$ cat config.mk
export PLATFORM = sky130hd
export DESIGN_NAME = runner_game_ctrl_flat
export DESIGN_NICKNAME = d
export VERILOG_FILES = /design/src/rtl/runner_pkg.sv /design/src/rtl/runner_game_ctrl_if.sv /design/src/rtl/runner_game_ctrl_rise_detect.sv /design/src/rtl/runner_game_ctrl.sv /design/src/flat_wrapper.sv
export SDC_FILE = /design/constraint.sdc
export NUM_CORES = 1
export LEC_CHECK = 0
export ABC_AREA = 1
export ABC_CLOCK_PERIOD_IN_PS = 3300
export CORE_AREA = 2 2 64 66
export CTS_BUF_LIST = sky130_fd_sc_hd__clkbuf_4 sky130_fd_sc_hd__clkbuf_8 sky130_fd_sc_hd__clkbuf_16
export CTS_CLUSTER_SIZE = 25
export DETAILED_ROUTE_END_ITERATION = 12
export DIE_AREA = 0 0 66 68
export PLACE_DENSITY = 0.68
export REMOVE_ABC_BUFFERS = 1
export SYNTH_ARGS = -nofsm -noshare
export SYNTH_HDL_FRONTEND = slang
export SYNTH_SLANG_ARGS = --single-unit
$ cat constraint.sdc
create_clock -name clk -period 3.3 [get_ports clk]
set_input_delay 0.66 -clock clk [delete_from_list [all_inputs] [get_ports clk]]
set_output_delay 0.66 -clock clk [all_outputs]
set_load 0.03 [all_outputs]
$ cat src/rtl/runner_pkg.sv
// Shared definitions for the runner game controller.
// Holds the state encoding seen on the state output and the default
// widths/limits used when the controller is instantiated without overrides.
package runner_pkg;

  localparam int STATE_W = 3;

  typedef enum logic [STATE_W-1:0] {
    IDLE   = 3'd0,
    READY  = 3'd1,
    RUN    = 3'd2,
    PAUSED = 3'd3,
    OVER   = 3'd4
  } state_e;

  localparam int DEF_SEC_W       = 8;
  localparam int DEF_MAX_SECONDS = 99;
  localparam int DEF_COUNTDOWN   = 3;

endpackage

$ cat src/rtl/runner_game_ctrl_if.sv
// Signal bundle between the game controller and its surroundings.
// Inputs: start_sw, pause_sw (debounced levels), tick_1hz (1 Hz square wave),
//         collision (renderer overlap level).
// Outputs: state, run_en, countdown, seconds, best, game_over.
// Modport slave is the controller; master is the environment that drives
// the switches and tick and consumes the display values.
interface runner_game_ctrl_if
  import runner_pkg::*;
#(
  parameter int SEC_W = DEF_SEC_W
);
  logic               start_sw;
  logic               pause_sw;
  logic               tick_1hz;
  logic               collision;
  logic [STATE_W-1:0] state;
  logic               run_en;
  logic [1:0]         countdown;
  logic [SEC_W-1:0]   seconds;
  logic [SEC_W-1:0]   best;
  logic               game_over;

  modport master (
    output start_sw, pause_sw, tick_1hz, collision,
    input  state, run_en, countdown, seconds, best, game_over
  );

  modport slave (
    input  start_sw, pause_sw, tick_1hz, collision,
    output state, run_en, countdown, seconds, best, game_over
  );
endinterface

$ cat src/rtl/runner_game_ctrl_rise_detect.sv
// One-bit rising-edge detector.
// Ports: clk, reset (async, active high), din (level input), rise (one-cycle
// pulse when din is high and was low on the previous clk).
// The history register resets to RESET_VAL; with 1 a level held high through
// reset does not produce a spurious edge once reset is released.
module rise_detect #(
  parameter bit RESET_VAL = 1'b1
) (
  input  logic clk,
  input  logic reset,
  input  logic din,
  output logic rise
);
  logic prev;

  // NOTE: sequential state uses non-blocking assignment so every flop samples
  // pre-edge values regardless of block evaluation order.
  always_ff @(posedge clk or posedge reset) begin
    if (reset) prev <= RESET_VAL;
    else       prev <= din;
  end

  assign rise = din & ~prev;
endmodule

$ cat src/rtl/runner_game_ctrl.sv
// Game-sequencing controller for the runner design.
// Ports: clk, reset (async, active high), bus (slave side of
// runner_game_ctrl_if): switch/tick/collision inputs and the registered
// state, run_en, countdown, seconds, best and game_over outputs.
// Runs the IDLE -> READY -> RUN <-> PAUSED -> OVER sequence, counts elapsed
// run seconds and keeps the best score since reset.
module runner_game_ctrl
  import runner_pkg::*;
#(
  parameter int SEC_W       = DEF_SEC_W,
  parameter int MAX_SECONDS = DEF_MAX_SECONDS,
  parameter int COUNTDOWN   = DEF_COUNTDOWN
) (
  input logic              clk,
  input logic              reset,
  runner_game_ctrl_if.slave bus
);
  localparam logic [SEC_W-1:0] SEC_MAX  = SEC_W'(MAX_SECONDS);
  localparam logic [1:0]       CD_START = 2'(COUNTDOWN);

  logic start_rise, pause_rise, tick_rise;

  rise_detect #(.RESET_VAL(1'b1)) u_start (
    .clk(clk), .reset(reset), .din(bus.start_sw), .rise(start_rise));
  rise_detect #(.RESET_VAL(1'b1)) u_pause (
    .clk(clk), .reset(reset), .din(bus.pause_sw), .rise(pause_rise));
  rise_detect #(.RESET_VAL(1'b1)) u_tick (
    .clk(clk), .reset(reset), .din(bus.tick_1hz), .rise(tick_rise));

  state_e           state_q, state_d;
  logic [1:0]       cd_q, cd_d;
  logic [SEC_W-1:0] sec_q, sec_d, sec_inc;
  logic [SEC_W-1:0] best_q, best_d;
  logic             run_en_q, game_over_q;
  logic             enter_over;

  always_ff @(posedge clk or posedge reset) begin
    if (reset) begin
      state_q     <= IDLE;
      cd_q        <= '0;
      sec_q       <= '0;
      best_q      <= '0;
      run_en_q    <= 1'b0;
      game_over_q <= 1'b0;
    end else begin
      state_q     <= state_d;
      cd_q        <= cd_d;
      sec_q       <= sec_d;
      best_q      <= best_d;
      // Decoded from the next state so the flags line up with state.
      run_en_q    <= (state_d == RUN);
      game_over_q <= (state_d == OVER);
    end
  end

  always_comb begin
    // NOTE: every combinational output gets a default before the case so no
    // path leaves it unassigned and no latch is inferred.
    state_d    = state_q;
    cd_d       = cd_q;
    sec_d      = sec_q;
    best_d     = best_q;
    enter_over = 1'b0;
    sec_inc    = sec_q + SEC_W'(1);

    case (state_q)
      IDLE: begin
        sec_d = '0;
        cd_d  = '0;
        if (start_rise) begin
          state_d = READY;
          cd_d    = CD_START;
        end
      end
      READY: begin
        if (start_rise) begin
          state_d = IDLE;
          cd_d    = '0;
        end else if (tick_rise) begin
          if (cd_q > 2'd1) begin
            cd_d = cd_q - 2'd1;
          end else begin
            state_d = RUN;
            cd_d    = '0;
            sec_d   = '0;
          end
        end
      end
      RUN: begin
        // Only the highest-priority event acts in a cycle.
        if (bus.collision) begin
          state_d    = OVER;
          enter_over = 1'b1;
        end else if (pause_rise) begin
          state_d = PAUSED;
        end else if (tick_rise) begin
          sec_d = sec_inc;
          if (sec_inc == SEC_MAX) begin
            state_d    = OVER;
            enter_over = 1'b1;
          end
        end
      end
      PAUSED: begin
        if (start_rise) begin
          state_d = IDLE;
          sec_d   = '0;
        end else if (pause_rise) begin
          state_d = RUN;
        end
      end
      OVER: begin
        if (start_rise) begin
          state_d = IDLE;
          sec_d   = '0;
        end
      end
      default: begin
        state_d = IDLE;
        cd_d    = '0;
        sec_d   = '0;
      end
    endcase

    // Compare against the final value so a win on a tick edge counts.
    if (enter_over && (sec_d > best_q)) best_d = sec_d;
  end

  assign bus.state     = state_q;
  assign bus.run_en    = run_en_q;
  assign bus.countdown = cd_q;
  assign bus.seconds   = sec_q;
  assign bus.best      = best_q;
  assign bus.game_over = game_over_q;
endmodule

$ cat src/flat_wrapper.sv
// flat-port wrapper written by rule: the top's interface ports become plain ports
module runner_game_ctrl_flat import runner_pkg::*;
#(
  parameter int SEC_W       = DEF_SEC_W,
  parameter int MAX_SECONDS = DEF_MAX_SECONDS,
  parameter int COUNTDOWN   = DEF_COUNTDOWN
)
  (clk, reset, bus_start_sw, bus_pause_sw, bus_tick_1hz, bus_collision, bus_state, bus_run_en, bus_countdown, bus_seconds, bus_best, bus_game_over);
  runner_game_ctrl_if #(.SEC_W(SEC_W)) bus_i ();
  input logic clk;
  input logic reset;
  input wire logic [$bits(bus_i.start_sw)-1:0] bus_start_sw;
  input wire logic [$bits(bus_i.pause_sw)-1:0] bus_pause_sw;
  input wire logic [$bits(bus_i.tick_1hz)-1:0] bus_tick_1hz;
  input wire logic [$bits(bus_i.collision)-1:0] bus_collision;
  output wire logic [$bits(bus_i.state)-1:0] bus_state;
  output wire logic [$bits(bus_i.run_en)-1:0] bus_run_en;
  output wire logic [$bits(bus_i.countdown)-1:0] bus_countdown;
  output wire logic [$bits(bus_i.seconds)-1:0] bus_seconds;
  output wire logic [$bits(bus_i.best)-1:0] bus_best;
  output wire logic [$bits(bus_i.game_over)-1:0] bus_game_over;
  assign bus_i.start_sw = bus_start_sw;
  assign bus_i.pause_sw = bus_pause_sw;
  assign bus_i.tick_1hz = bus_tick_1hz;
  assign bus_i.collision = bus_collision;
  assign bus_state = bus_i.state;
  assign bus_run_en = bus_i.run_en;
  assign bus_countdown = bus_i.countdown;
  assign bus_seconds = bus_i.seconds;
  assign bus_best = bus_i.best;
  assign bus_game_over = bus_i.game_over;
  runner_game_ctrl #(.SEC_W(SEC_W), .MAX_SECONDS(MAX_SECONDS), .COUNTDOWN(COUNTDOWN)) u_core (.clk(clk), .reset(reset), .bus(bus_i));
endmodule
; ---- After elaboration in Yosys (flattened, before gate mapping)
; Index checks and enable logic that the tools add are counted.
[word_totals]
regBits = 26
inputBits = 6
wordCells = 63
output_inout_bits = 23
[op_classes]
order_cmp = 2
n_mux = 30
bitwise_logic = 7
add_sub_neg = 2
eq_ne = 8
n_reduce_logical = 5
[ops]
columns = op, n
row1 = 8-bit 2-to-1 mux, 7
row2 = 3-bit 2-to-1 mux, 11
row3 = 8-bit case mux with 3 select lines, 1
row4 = 3-bit case mux with 5 select lines, 1
row5 = 3-bit by 2-bit == test with 1-bit output (second input constant), 3
row6 = 8-bit by 1-bit adder with 8-bit output (second input constant), 1
row7 = 8-bit by 7-bit == test with 1-bit output (second input constant), 1
row8 = 8-bit greater-than comparator, 1
row9 = 2-bit 2-to-1 mux, 4
row10 = 3-bit == test (second input constant), 2
row11 = 2-bit case mux with 3 select lines, 1
row12 = 1-bit 2-to-1 mux, 5
row13 = 1-bit NOT, 4
row14 = 1-bit bitwise AND, 3
row15 = 3-bit by 1-bit == test with 1-bit output (second input constant), 1
row16 = 3-bit zero test, 1
row17 = 3-bit by 1-bit != test with 1-bit output (second input constant), 1
row18 = 3-bit OR reduction, 1
row19 = 2-bit by 1-bit greater-than comparator with 1-bit output (second input constant), 1
row20 = 2-bit AND reduction, 1
row21 = 2-bit OR reduction, 1
row22 = 2-bit by 1-bit subtractor with 2-bit output (second input constant), 1
row23 = 1-bit logical AND, 1

; ---- Depth between registers and ports, before layout
[depth]
ltp_word = 8
depth_mapped = 18
mapped_depth_nobuf = 18

; ---- Hierarchy
; Synthesis repeated with hierarchy kept, for this count alone.
[hier_totals]
hier_cells = 237
hier_area_um2 = 1778.0
[by_module_without_submodules]
columns = module, seq_area_each_um2, instances, cells_each, area_per_inst_um2
row1 = runner_game_ctrl, 575.6, 1, 225, 1657.8
row2 = rise_detect, 26.3, 3, 4, 40.0

; ---- Worst setup path after synthesis
; Ideal clock, no wire load.
[synth_path]
kind = input to register
startpoint = input bus_tick_1hz
endpoint = register u_core.best_q[0] (netlist: u_core.bus.best[0])
setup_ns = 0.118
slack_ns = 0.663
arrival_ns = 2.519
path_buffers = 0
cell_stages = 16
t_required_ns = 3.182
cell_sequence = inv_1 > nor2_4 > nand3_1 > nor2_1 > o21ai_0 > nor2_1 > inv_1 > ha_1 > inv_1 > a21oi_1 > o21ai_0 > nand2_1 > a21oi_2 > nand3_4 > nand2_1 > nand2_1
[synth_via]
elab_chain_len = 7
elab_cells_between_ends = 13
cone_classes = 1 x order compare / 10 x mux / 1 x bitwise / 1 x reduce/logical
[synth_lines]
columns = item, line
row1 = from (decl), flat_wrapper.sv:14  ; input wire logic [$bits(bus_i.tick_1hz)-1:0] bus_tick_1hz;
row2 = 1-bit bitwise AND (*), runner_game_ctrl_rise_detect.sv:23  ; assign rise = din & ~prev;
row3 = 8-bit 2-to-1 mux, runner_game_ctrl.sv:96  ; end else if (tick_rise) begin
row4 = 8-bit 2-to-1 mux, runner_game_ctrl.sv:94  ; end else if (pause_rise) begin
row5 = 8-bit 2-to-1 mux, runner_game_ctrl.sv:91  ; if (bus.collision) begin
row6 = 8-bit case mux with 3 select lines (*), runner_game_ctrl.sv:66  ; case (state_q)
row7 = net u_core.sec_d[0], runner_game_ctrl.sv:32  ; logic [SEC_W-1:0] sec_q, sec_d, sec_inc;
row8 = 8-bit greater-than comparator, runner_game_ctrl.sv:126  ; if (enter_over && (sec_d > best_q)) best_d = sec_d;
row9 = 1-bit logical AND, runner_game_ctrl.sv:126
row10 = to (signal assigned), runner_game_ctrl.sv:49  ; best_q <= best_d;
row11 = to (decl), runner_game_ctrl.sv:33  ; logic [SEC_W-1:0] best_q, best_d;
; The timed path passes the listed nets; every way through them passes the cells marked *.
; A chain may end at the register's enable or synchronous reset.

; ---- Worst setup path in the final report
; Ends and elaborated chain as after synthesis.

==> flow_summary.toml <==
[floorplanning]
core_area_um2 = 3860
die_w_um = 66
initial_core_util_pct = 42.4
die_area_um2 = 4490
io_pins = 29
rows = 23
dieHeight_um = 68

[sta]
period_needed_ps = 2920
setup-tns-final_ps = 0
hold_violations = 0
rsz0062_at_grt = "no"
worst_pin_slew_ps = 958
max_freq_mhz = 343
max_slew_margin_pct = 36.1
period_share_pct = 88.4
slew_violations = 0
skew_ps = 1.69
setup_viol = 0
worst_slack_ps = 383

[clock_tree]
clockBufferDepth = 2
clk_pin_slew_ps = 90
htreeDepth = 1
cts_tree = "built"
insertion_delay_ps = 270
clock_sinks = 26
cts_resized = 0
cts-root-buf = "clkbuf_8"
post_cts_buffers = 0
cts-hold-fix-buffers = 0
cts_buffers = 3

[setup_path]
r2r_slack_ps = 720
crit_path_start = "bus_tick_1hz"
worstPathMaxFanout = 6
critPathMostFrequentCell = "inv_1"
setup.worst_path.end_class = "register"
slowest_delay_ps = 480
worst_ep_arrival_time_ps = 3130
slowest_stage = "clkdlybuf4s50_1"
worstPathCellList = "clkdlybuf4s50_1 > inv_1 > nor2_4 > nand3_1 > nor2_1 > buf_4 > o21ai_0 > nor2_1 > inv_1 > ha_1 > inv_1 > a21oi_1 > o21ai_0 > nand2_1 > a21oi_2 > buf_4 > nand4_1 > nand2_1"
startpoint_type = "primary input"
r2r_start = "u_core.u_start.prev$_DFF_PP1_"
worstPathRequired_ps = 3510
crit_type = "primary input to register"

[pwr]
p_leak_nw = 1.07
intPower_uw = 574
p_per_area_nw_per_um2 = 434
vdd_ir_drop_max_v = 0.000197
comb_power_share_pct = 37.6
p_switching_uw = 350
switching_share_pct = 37.9
p_clk_share_pct = 20.8
p_seq_share_pct = 41.6

[run]
cap_violations = 0

[layout]
final_cell_mix = "nand2_1, inv_1, clkdlybuf4s50_1"
final_common_cell = "nand2_1"
fin_nets = 283
n_antenna_cell = 0
synthToLayoutAreaGrowth_pct = 30.1
layout-drive-gt1-share_pct = 12.0

[placed_design]
place_worst_setup_slack_ps = 102
io_buffers = 28
globalplace.congestion = 0.863
dp_hpwl_um = 2940

[logic_synthesis]
synth.avg_cell_area_um2 = 7.39
yosysTopAreaCell = "dfrtp_1"
synth_seq_cells = 26
ys_seq_area_share_pct = 40.0
syn_inst = 221
synth_top_area_share_pct = 35.2
synth.distinct_cells = 23
ys_warn_count = 0
syn_area_um2 = 1630
synth.area.top_cells = "dfrtp_1, nand2_1, inv_1, ha_1, nand3_1"

[detailed_routing]
avgViaCountPerCell = 4.86
drt-initial-drc-count = 117
ant_nets = 0
firstDrtPassIters = 4
drc_errors = 0
vias = 1535
drt_wl_total_um = 3650
routedWlPerCell_um = 11.5

[worst_hold_path]
hp-class = "register to register"
hp-start = "u_core.bus.best[1]$_DFFE_PP0P_"

[global_routing]
grt_pass1_wl_um = 6420
track_usage_pct = 18.6
antenna_found_initial = 0
grt_pass1_vias = 1496
grt_max_degree = 26
grt_overflow = 0

[status]
status = "completed"
## cells in the mapped netlist (all sizes together)
cell	number
nand2	71
inv	37
nand3	25
dfrtp	23
nor2	21
ha	10
nand4	10
o21ai	6
a21oi	4
dfstp	3
nor3	3
a31oi	2
o21bai	2
a21boi	1
buf	1
o211ai	1
xor2	1
## metal layers
| metal | up-vias | wire, µm | track usage, % |
|---|---|---|---|
| met3 | 4 | 119 | 2.30 |
| met5 | - | 0 | 0 |
| met2 | 24 | 1770 | 33.6 |
| li1 | 801 | - | - |
| met4 | 0 | 44 | 5.36 |
| met1 | 706 | 1720 | 23.3 |
## critical path: cells and delay by family
kind                     cells  cell delay, ps
buffers and inverters        6             990
AO/OA/AOI/OAI                4             530
adder cells (fa/ha/maj)      1             170
AND/OR/NAND/NOR              7             780
## cell type report
| class | count | area (µm²) |
|---|---|---|
| multi-input combinational | 157 | 836 |
| clock buffer | 4 | 48.8 |
| tap | 50 | 62.6 |
| inverter | 37 | 139 |
| timing repair buffer | 42 | 385 |
| sequential | 26 | 654 |
| fill | 402 | 1730 |
## power groups by stage
stage               sequential [mW]  clock (mW)  combinational [mW]
floorplan                     0.452           0               0.159
global placement              0.390           0               0.348
detailed placement            0.391           0               0.348
CTS                           0.384       0.201               0.349
global route                  0.391       0.212               0.389
finish                        0.384       0.192               0.347
## registers in the layout, indices dropped and copies added (netlist names)
signal and cells:
u_core.bus.best 8, u_core.bus.seconds 8, u_core.bus.state 3, u_core.bus.countdown 2
u_core.bus.game_over 1, u_core.bus.run_en 1, u_core.u_pause.prev 1, u_core.u_start.prev 1
u_core.u_tick.prev 1
## final timing paths
path,endpoint,cells after the start
hold / removal,u_core.bus.best[1]$_DFFE_PP0P_,2
setup reg to reg,u_core.bus.best[0]$_DFFE_PP0P_,18
max in group asynchronous,u_core.u_pause.prev$_DFF_PP1_,3
min in group asynchronous,u_core.bus.best[1]$_DFFE_PP0P_,2
hold reg to reg,u_core.bus.best[1]$_DFFE_PP0P_,2
setup / recovery,u_core.bus.best[0]$_DFFE_PP0P_,18
## through the flow
step / hold WS [ps] / cells / util, % / area, µm² / total power, mW
after global routing: 545 / 316 / 55.1 / 2130 / 0.993
after global placement: 482 / 312 / 53.9 / 2080 / 0.738
after CTS: 509 / 316 / 55.1 / 2130 / 0.934
after floorplan: 663 / 220 / - / 1630 / 0.612
after detailed placement: 488 / 312 / 53.9 / 2080 / 0.739
final: 502 / 316 / 55.1 / 2130 / 0.923
## cell families after synthesis
kind of cell	share of synthesized area [%]
simple gates	36.6
flops	40.0
fa+ha+maj	7.66
xor+xnor	0.536
compound gates	6.36
buf+inv	8.81
No activity file was read; power rests on OpenSTA's default activity.
